==> config.mk <==
export PLATFORM = sky130hd
export DESIGN_NAME = fetch_queue_stage_flat
export DESIGN_NICKNAME = d
export VERILOG_FILES = /design/src/rtl/fetch_queue_stage_if.sv /design/src/rtl/fetch_queue_stage.sv /design/src/flat_wrapper.sv
export SDC_FILE = /design/constraint.sdc
export NUM_CORES = 2
export LEC_CHECK = 0
export BUFFER_PORTS_ARGS = -buffer_cell sky130_fd_sc_hd__buf_2
export CORE_UTILIZATION = 25
export CTS_CLUSTER_DIAMETER = 100
export DETAILED_ROUTE_END_ITERATION = 16
export PLACE_DENSITY = 0.49
export SYNTH_ARGS = -nofsm -noshare
export SYNTH_HDL_FRONTEND = slang
export SYNTH_SLANG_ARGS = --single-unit
==> constraint.sdc <==
create_clock -name clock -period 3.9 [get_ports clock]
set_input_delay 0.195 -clock clock [delete_from_list [all_inputs] [get_ports clock]]
set_output_delay 0.195 -clock clock [all_outputs]
set_load 0.01 [all_outputs]
==> src/rtl/fetch_queue_stage_if.sv <==
// Fetch-stage bundle: decode/redirect control, imem load port and IF/ID head outputs.
// master = surrounding pipeline / loader, slave = fetch_queue_stage.
interface fetch_queue_stage_if #(
  parameter int PC_WIDTH    = 64,
  parameter int IMEM_DEPTH  = 64,
  parameter int QUEUE_DEPTH = 4
);
  localparam int AW = $clog2(IMEM_DEPTH);
  localparam int CW = $clog2(QUEUE_DEPTH) + 1;

  logic                stall;
  logic                redirect_valid;
  logic [PC_WIDTH-1:0] redirect_pc;
  logic                imem_wr_en;
  logic [AW-1:0]       imem_wr_addr;
  logic [31:0]         imem_wr_data;
  logic                out_valid;
  logic [PC_WIDTH-1:0] out_pc;
  logic [31:0]         out_instr;
  logic                out_fault;
  logic [PC_WIDTH-1:0] fetch_pc;
  logic [CW-1:0]       queue_count;

  modport master (
    output stall, redirect_valid, redirect_pc, imem_wr_en, imem_wr_addr, imem_wr_data,
    input  out_valid, out_pc, out_instr, out_fault, fetch_pc, queue_count
  );

  modport slave (
    input  stall, redirect_valid, redirect_pc, imem_wr_en, imem_wr_addr, imem_wr_data,
    output out_valid, out_pc, out_instr, out_fault, fetch_pc, queue_count
  );
endinterface

==> src/rtl/fetch_queue_stage.sv <==
// IF stage: fetch PC + word-addressed imem feeding a small {pc, instr, fault} FIFO
// toward decode, with redirect flush and a fault state that halts fetch until redirected.
module fetch_queue_stage #(
  parameter int                  PC_WIDTH    = 64,
  parameter int                  IMEM_DEPTH  = 64,
  parameter int                  QUEUE_DEPTH = 4,
  parameter logic [PC_WIDTH-1:0] RESET_PC    = '0
) (
  input  logic              clock,
  input  logic              reset,
  fetch_queue_stage_if.slave bus
);
  localparam int          AW  = $clog2(IMEM_DEPTH);
  localparam int          QW  = $clog2(QUEUE_DEPTH);
  localparam int          CW  = QW + 1;
  localparam logic [31:0] NOP = 32'h0000_0013;

  typedef struct packed {
    logic [PC_WIDTH-1:0] pc;
    logic [31:0]         instr;
    logic                fault;
  } entry_t;

  typedef enum logic {RUN, FAULT} state_e;

  logic [31:0]         imem [IMEM_DEPTH];
  entry_t              slot_q [QUEUE_DEPTH];
  logic [QW-1:0]       rd_ptr_q, rd_ptr_d, wr_ptr_q, wr_ptr_d;
  logic [CW-1:0]       count_q, count_d;
  logic [PC_WIDTH-1:0] fetch_pc_q, fetch_pc_d;
  state_e              state_q, state_d;
  logic                push, pop, fetch_fault;
  entry_t              push_entry;

  // Misaligned or past the end of imem both fault; the entry carries a NOP.
  always_comb begin
    fetch_fault      = (fetch_pc_q[1:0] != 2'b00) ||
                       ((fetch_pc_q >> 2) >= PC_WIDTH'(IMEM_DEPTH));
    push_entry.pc    = fetch_pc_q;
    push_entry.instr = fetch_fault ? NOP : imem[fetch_pc_q[AW+1:2]];
    push_entry.fault = fetch_fault;
  end

  // Redirect suppresses both queue operations; a full queue still accepts a push on a pop.
  always_comb begin
    pop  = (count_q != '0) && !bus.stall && !bus.redirect_valid;
    push = (state_q == RUN) && !bus.redirect_valid &&
           ((count_q < CW'(QUEUE_DEPTH)) || pop);
  end

  always_comb begin
    rd_ptr_d   = rd_ptr_q;
    wr_ptr_d   = wr_ptr_q;
    count_d    = count_q;
    fetch_pc_d = fetch_pc_q;
    state_d    = state_q;
    if (bus.redirect_valid) begin
      wr_ptr_d   = rd_ptr_q;
      count_d    = '0;
      fetch_pc_d = bus.redirect_pc;
      state_d    = RUN;
    end else begin
      if (push) begin
        wr_ptr_d = wr_ptr_q + 1'b1;
        // A faulting fetch freezes the PC so the fault address stays visible.
        if (fetch_fault) state_d    = FAULT;
        else             fetch_pc_d = fetch_pc_q + PC_WIDTH'(4);
      end
      if (pop) rd_ptr_d = rd_ptr_q + 1'b1;
      count_d = count_q + CW'(push) - CW'(pop);
    end
  end

  always_ff @(posedge clock or negedge reset) begin
    if (!reset) begin
      state_q    <= RUN;
      fetch_pc_q <= RESET_PC;
      rd_ptr_q   <= '0;
      wr_ptr_q   <= '0;
      count_q    <= '0;
      for (int i = 0; i < QUEUE_DEPTH; i++) slot_q[i] <= '0;
    end else begin
      state_q    <= state_d;
      fetch_pc_q <= fetch_pc_d;
      rd_ptr_q   <= rd_ptr_d;
      wr_ptr_q   <= wr_ptr_d;
      count_q    <= count_d;
      if (push) slot_q[wr_ptr_q] <= push_entry;
    end
  end

  // Imem survives reset so a program can be loaded while the core is held.
  always_ff @(posedge clock) begin
    if (bus.imem_wr_en) imem[bus.imem_wr_addr] <= bus.imem_wr_data;
  end

  assign bus.out_valid   = (count_q != '0);
  assign bus.out_pc      = slot_q[rd_ptr_q].pc;
  assign bus.out_instr   = slot_q[rd_ptr_q].instr;
  assign bus.out_fault   = slot_q[rd_ptr_q].fault;
  assign bus.fetch_pc    = fetch_pc_q;
  assign bus.queue_count = count_q;
endmodule

==> src/flat_wrapper.sv <==
// flat-port wrapper written by rule: the top's interface ports become plain ports
module fetch_queue_stage_flat 
#(
  parameter int                  PC_WIDTH    = 64,
  parameter int                  IMEM_DEPTH  = 64,
  parameter int                  QUEUE_DEPTH = 4,
  parameter logic [PC_WIDTH-1:0] RESET_PC    = '0
)
  (clock, reset, bus_stall, bus_redirect_valid, bus_redirect_pc, bus_imem_wr_en, bus_imem_wr_addr, bus_imem_wr_data, bus_out_valid, bus_out_pc, bus_out_instr, bus_out_fault, bus_fetch_pc, bus_queue_count);
  fetch_queue_stage_if #(.PC_WIDTH(PC_WIDTH), .IMEM_DEPTH(IMEM_DEPTH), .QUEUE_DEPTH(QUEUE_DEPTH)) bus_i ();
  input  logic clock;
  input  logic reset;
  input wire logic [$bits(bus_i.stall)-1:0] bus_stall;
  input wire logic [$bits(bus_i.redirect_valid)-1:0] bus_redirect_valid;
  input wire logic [$bits(bus_i.redirect_pc)-1:0] bus_redirect_pc;
  input wire logic [$bits(bus_i.imem_wr_en)-1:0] bus_imem_wr_en;
  input wire logic [$bits(bus_i.imem_wr_addr)-1:0] bus_imem_wr_addr;
  input wire logic [$bits(bus_i.imem_wr_data)-1:0] bus_imem_wr_data;
  output wire logic [$bits(bus_i.out_valid)-1:0] bus_out_valid;
  output wire logic [$bits(bus_i.out_pc)-1:0] bus_out_pc;
  output wire logic [$bits(bus_i.out_instr)-1:0] bus_out_instr;
  output wire logic [$bits(bus_i.out_fault)-1:0] bus_out_fault;
  output wire logic [$bits(bus_i.fetch_pc)-1:0] bus_fetch_pc;
  output wire logic [$bits(bus_i.queue_count)-1:0] bus_queue_count;
  assign bus_i.stall = bus_stall;
  assign bus_i.redirect_valid = bus_redirect_valid;
  assign bus_i.redirect_pc = bus_redirect_pc;
  assign bus_i.imem_wr_en = bus_imem_wr_en;
  assign bus_i.imem_wr_addr = bus_imem_wr_addr;
  assign bus_i.imem_wr_data = bus_imem_wr_data;
  assign bus_out_valid = bus_i.out_valid;
  assign bus_out_pc = bus_i.out_pc;
  assign bus_out_instr = bus_i.out_instr;
  assign bus_out_fault = bus_i.out_fault;
  assign bus_fetch_pc = bus_i.fetch_pc;
  assign bus_queue_count = bus_i.queue_count;
  fetch_queue_stage #(.PC_WIDTH(PC_WIDTH), .IMEM_DEPTH(IMEM_DEPTH), .QUEUE_DEPTH(QUEUE_DEPTH), .RESET_PC(RESET_PC)) u_core (.clock(clock), .reset(reset), .bus(bus_i));
endmodule
# Yosys cells after proc, flatten, opt, wreduce, memory -nomap -nowiden

Memory sizes are Yosys's and may differ from the RTL's.
Index checks and enable logic that the tools add are counted.

Add/subtract/negate cells: 5
Multipliers: 0
Div/mod/pow operators: 0
$lt $le $gt $ge: 5
Eq/ne operators: 1
Shifts and indexed selects: 0
Mux-type cells: 18
Bitwise logic cells: 4
Reductions and logical operators: 16

Operators with widths:

| operator                | number |
|---|---|
| $bwmux W388             | 1 |
| $mux W97                | 3 |
| $bmux W97 S2            | 1 |
| $demux W97 S2           | 1 |
| $mux W64                | 3 |
| $add A64 B3 Y64 const B | 1 |
| $ge A62 B7 Y1 const B   | 1 |
| $mux W32                | 1 |
| $ge A3 B3 Y1 const B    | 2 |
| $not A2 Y3              | 2 |
| $reduce_and A2 Y1       | 3 |
| $reduce_bool A2 Y1      | 3 |
| $logic_and A1 B1 Y1     | 5 |
| $mux W1                 | 5 |
| $add A2 B1 Y2 const B   | 2 |
| $mux W2                 | 2 |
| $add A3 B1 Y3           | 1 |
| $lt A3 B1 Y1 const B    | 1 |
| $lt A3 B3 Y1 const B    | 1 |
| $mux W3                 | 1 |
| $reduce_bool A3 Y1      | 1 |
| $sub A3 B1 Y3           | 1 |
| $logic_not A1 Y1        | 2 |
| $logic_or A1 B1 Y1      | 2 |
| 2 further kinds         | 3 |

Flip-flop bits (word level): 460
Bits in latches: 0
Memory bits (writable): 2048
ROM bits: 0
Word-level logic and storage cells: 67
Memories: 1

Memory list:

| name        | depth | width | read ports | clocked after Yosys merged registers in | write ports | RTL line                | source |
|---|---|---|---|---|---|---|---|
| u_core.imem | 64    | 32    | 1          | 0                                       | 1           | fetch_queue_stage.sv:26 | `logic [31:0] imem [IMEM_DEPTH];` |

# Logic depth before layout (Yosys ltp)

Depth in word-level cells: 8
Mapped depth: 13
Gate-level depth less buffers: 9

# Worst setup path before layout

No wires, ideal clock.

Path kind: input -> register
From: in bus_imem_wr_addr[3]
To: mem u_core.imem[48][0] (enable)
Arrival time: 2.919 ns
Required time: 3.439 ns
Path slack: 0.520 ns
Cell stages on the path: 4
Buffers on the path: 1
Path through: clkbuf_1 > nor2b_1 > nand4b_1 > nor3_1

RTL lines:

| what            | RTL line                | source |
|---|---|---|
| start, declared | flat_wrapper.sv:17      | `input wire logic [$bits(bus_i.imem_wr_addr)-1:0] bus_imem_wr_addr;` |
| end, declared   | fetch_queue_stage.sv:26 |  |

Straight into the memory's write port.

# Worst setup path after layout

From: reg u_core.fetch_pc_q[3] (netlist: u_core.bus.fetch_pc[3])
To: reg u_core.slot_q[304] (netlist name)

Longest elaborated chain between the ends: 4
Elaborated cells between the ends (all ways): 5
Classes of those cells: order compare: 1; mux: 2; reduce/logical: 1; memory: 1

Ends and longest elaborated chain:

| what                          | RTL line                | source |
|---|---|---|
| start, declared               | fetch_queue_stage.sv:30 | `logic [PC_WIDTH-1:0] fetch_pc_q, fetch_pc_d;` |
| start signal, assigned        | fetch_queue_stage.sv:84 | `fetch_pc_q <= fetch_pc_d;` |
| $ge A62 B7 Y1                 | fetch_queue_stage.sv:38 | `((fetch_pc_q >> 2) >= PC_WIDTH'(IMEM_DEPTH));` |
| $logic_or A1 B1 Y1            | fetch_queue_stage.sv:37 | `fetch_fault = (fetch_pc_q[1:0] != 2'b00) \|\|` |
| $mux W32 (*)                  | fetch_queue_stage.sv:40 | `push_entry.instr = fetch_fault ? NOP : imem[fetch_pc_q[AW+1:2]];` |
| $bwmux W388 (*)               | fetch_queue_stage.sv:88 | `if (push) slot_q[wr_ptr_q] <= push_entry;` |
| end signal, assigned by index | fetch_queue_stage.sv:88 |  |
| end, declared                 | fetch_queue_stage.sv:27 | `entry_t slot_q [QUEUE_DEPTH];` |

Every way passes the cells marked *; elsewhere a longest branch is shown, timed or not.
A chain may end at the register's enable or synchronous reset.

==> metrics <==
Crit-path slowest cell=a211oi_1; Antenna Nets Post-Route=0; crit path DAT=4.69 ns; first-pass GRT wire length=442.7 mm; critical path type=flip-flop to flip-flop; chip height=633.2 um; Post-Syn Area=between 0.09 and 0.1 sq mm; clock buffer depth=4; sequential area share after synthesis=0.7331; RR Endpoint=u_core.slot_q[304]$_DFFE_PN0P_; Rows=231; DRT Pass-1 Iters=6; antenna violations before repair=34; PortBufs=roughly 270; Synth Area in Compound Gates=0.03667; via count=55100; Slew Viols, Final=0; largest net degree at the start of global routing=109; CP most frequent cell=buf_4; Pleak=41.05 nW; Synth area leader=edfxtp_1; Worst R2R Start=u_core.bus.fetch_pc[3]$_DFFE_PN0P_; Area growth syn-to-layout=19.34%; critical path cell sequence=buf_12, and3b_1, buf_4, a221o_1, a211oi_1, nor2_1, o22ai_2, buf_4, a31o_2; Pwr Density=about 570 mW/mm^2; ys flop type=edfxtp_1; footprint of the multi-input gates=0.02460 sq mm; CP Launch Type=flip-flop; RSZ-0062 raised after global routing=no; final setup vio count=1; multiplexer share of the synthesized area=0.1529; Num CTS Buffers=282; CP Capture Type=flip-flop; Gate Count Post-Synth=5549; H-tree Lvls=5; max incr delay on CP=between 1 and 1.5 ns; Max VDD drop=around 0.4 mV; Post-synth EDFFs=2048; #FFs+latches synth=2508; overall routed net length=~320 mm; vias in the first global route=~56000; Core Box Area=0.3963 sq mm; initial drt markers=between 5000 and 6000; Clock Sinks=2508; Async SR Flop Fraction=0.1834; syn nets=5665; Seq. cell area=0.07304 sq mm; post-DR wirelength/cell=27.56 um; MaxCap Viol Count=0; worst-path fanout max=22; initial core utilization=0.2513; FF-to-FF setup slack=-0.004 ns; reg2reg path depth=9; GP Congestion=0.7860; period utilization=1.001; Post-Synth XOR/XNOR Area=0.0007914; post-layout min period=3.904 ns; number of distinct library cells after synthesis=87; Final Net Count=6228; Area contributors post-synth=edfxtp_1 (62%), dfrtp_1 (12%), mux4_2 (10%), nand2_1 (3.2%), mux2i_1 (2.9%); cell total after placement=10980; Finished Cell Area=0.1189 sq mm; CTS tree=done; vias per cell=between 4 and 5; clock root buffer=clkbuf_16; clock-pin slew on the worst setup and hold paths=0.06 ns; FILL cells=38580; grt total ovfl=0; post-synthesis simple-gate area fraction=0.04953; die area=0.4009 sq mm; critical path required time=4.69 ns; die width=633.2 um; Hold Crit Class=primary input to async pin; I/O pin cnt=272; FMAX=roughly 260 MHz; yosys warns=0; Fin. Hold Viols=0; Post-DP Area=0.1091 sq mm; final non-filler cell total=11580; Max Clock Skew=0.08621 ns; All-Layer GR Usage=0.1549; Setup WS post-layout=-0.004011 ns; Mapped Avg Cell Area=~18 sq um; Least-Margin Pin Slew=between 1 and 1.5 ns; failing checks=negative setup slack; drt drc=0; post-synth top area share=0.6175; worst rel slew slack=0.03238; area share of fa/ha/maj cells after synthesis=0.001206; largest family of logic cells by synthesized area=multiplexers; Worst-Skew Late Latency=0.88 ns; dpl hpwl=around 200 mm; layout cell share with drive strength beyond 1=0.2711; outcome=finished, violations left
==> how the worst max path moves through the flow <==
stage,endpoint,slack [ns],start
after floorplan,u_core.imem[48][0]$_DFFE_PP_,0.52,bus_imem_wr_addr[3]
after global placement,u_core.bus.fetch_pc[5]$_DFFE_PN0P_,-0.19,u_core.bus.fetch_pc[18]$_DFFE_PN0P_
after detailed placement,u_core.bus.fetch_pc[5]$_DFFE_PN0P_,-0.14,u_core.bus.fetch_pc[18]$_DFFE_PN0P_
after CTS,u_core.slot_q[17]$_DFFE_PN0P_,0.006,u_core.bus.fetch_pc[18]$_DFFE_PN0P_
after global routing,u_core.slot_q[5]$_DFFE_PN0P_,0.01,u_core.bus.fetch_pc[3]$_DFFE_PN0P_
final,u_core.slot_q[304]$_DFFE_PN0P_,-0.004,u_core.bus.fetch_pc[3]$_DFFE_PN0P_
==> power by group <==
group | total (mW) | switching [mW] | leakage, nW | internal (mW)
Sequential | 31.6 | 1.08 | 24.3 | 30.5
Combinational | 10.5 | 6.15 | 12.4 | 4.30
Clock | 25.7 | 10.7 | 4.29 | 14.9
Total | 67.7 | 18.0 | 41.1 | 49.8
==> cells by family after synthesis <==
kind of cell / after synthesis
buf+inv: 410
simple gates: 1190
mux: 920
fa+ha+maj: 9
compound gates: 503
xor+xnor: 9
flops: 2508
==> worst max-delay path, delay by kind of cell, from the launching register on <==
kind | cells | cell delay, ns
DFF | 1 | 0.81
AOI/OAI and AO/OA | 4 | 1.89
buffers and inverters | 3 | 0.69
and+or+nand+nor | 2 | 0.45
==> sequential cells by signal (all words and copies together), names as in the netlist <==
name / flops
u_core.slot_q: 388
u_core.imem: 2048
u_core.bus.fetch_pc: 64
u_core.rd_ptr_q: 2
u_core.state_q: 1
u_core.wr_ptr_q: 2
u_core.bus.queue_count: 3
==> synthesized netlist by cell type, drive strengths merged, types with 7 or more instances <==
cell and n:
a2111oi 8, a211oi 10, a21oi 71, a221o 16, a221oi 27, a22o 30
a22oi 104, a311oi 9, a31o 12, and2 22, and4 7, buf 270
clkbuf 125, dfrtp 460, edfxtp 2048, ha 8, inv 13, mux2 168
mux2i 289, mux4 463, nand2 854, nand2b 9, nand3 32, nand4 24
nor2 157, nor2b 13, nor3 20, nor4 21, o211ai 14, o21ai 83
o221ai 9, o22ai 61, o41ai 7
==> metrics by stage <==
step | util | setup TNS [ns] | total power [mW] | hold WS [ns] | setup WS (ns)
2_1_floorplan | - | 0 | 38.04 | -0.1006 | 0.5198
3_5_place_dp | 0.2754 | -0.1420 | 42.59 | 0.3791 | -0.1420
3_3_place_gp | 0.2754 | -0.1949 | 42.33 | 0.3731 | -0.1949
5_1_grt | 0.2999 | 0 | 70.17 | 0.03844 | 0.01210
4_1_cts | 0.2998 | 0 | 68.34 | 0.01795 | 0.005721
6_report | 0.3000 | -0.004011 | 67.72 | 0.07748 | -0.004011
==> per-layer routing <==
metal | vias to the layer above | track usage | routed length (um)
met5 | - | 0 | 47
met4 | 8 | 0.03087 | 6122
met1 | 29680 | 0.2133 | 139600
met2 | 2153 | 0.2514 | 149600
met3 | 389 | 0.03351 | 23840
li1 | 22880 | - | -
==> cells in the final DEF, fill, tap and decap left out, types with 13 or more instances in the layout <==
cell type         n
o211ai_1         14
dfrtp_1         452
clkinv_2         40
nor2_4           63
clkbuf_16       290
clkinv_1         61
and2_1           16
nor3_1           16
buf_4           224
a21oi_1          67
nand2_1         850
dlygate4sd3_1    88
a221o_1          16
a22o_1           30
o22ai_1          60
nor2_1           92
nor4_1           20
mux2i_1         289
nand4_1          24
diode_2          13
edfxtp_1       2048
o21ai_0          75
buf_12           93
buf_2           269
a22oi_1         103
mux2_2          168
a221oi_1         26
nand3_1          32
clkbuf_1         61
mux4_2          459
bufinv_16        18
==> cell type report <==
cell class,count,share of cell area
antenna,13,0.0002737
clock buffer,358,0.06379
clock inverter,140,0.01018
inverter,14,0.0004632
multi-input combinational,2631,0.2069
sequential,2508,0.6145
tap,5242,0.05518
timing repair buffer,675,0.04868
==> what timing repair did <==
action,CTS,global route
gates resized for setup,1,0
hold endpoints to repair,476,0
endpoints found under the setup margin,1,12
setup buffers,0,1
hold buffers,88,0
(Power assumes the default switching activity.)
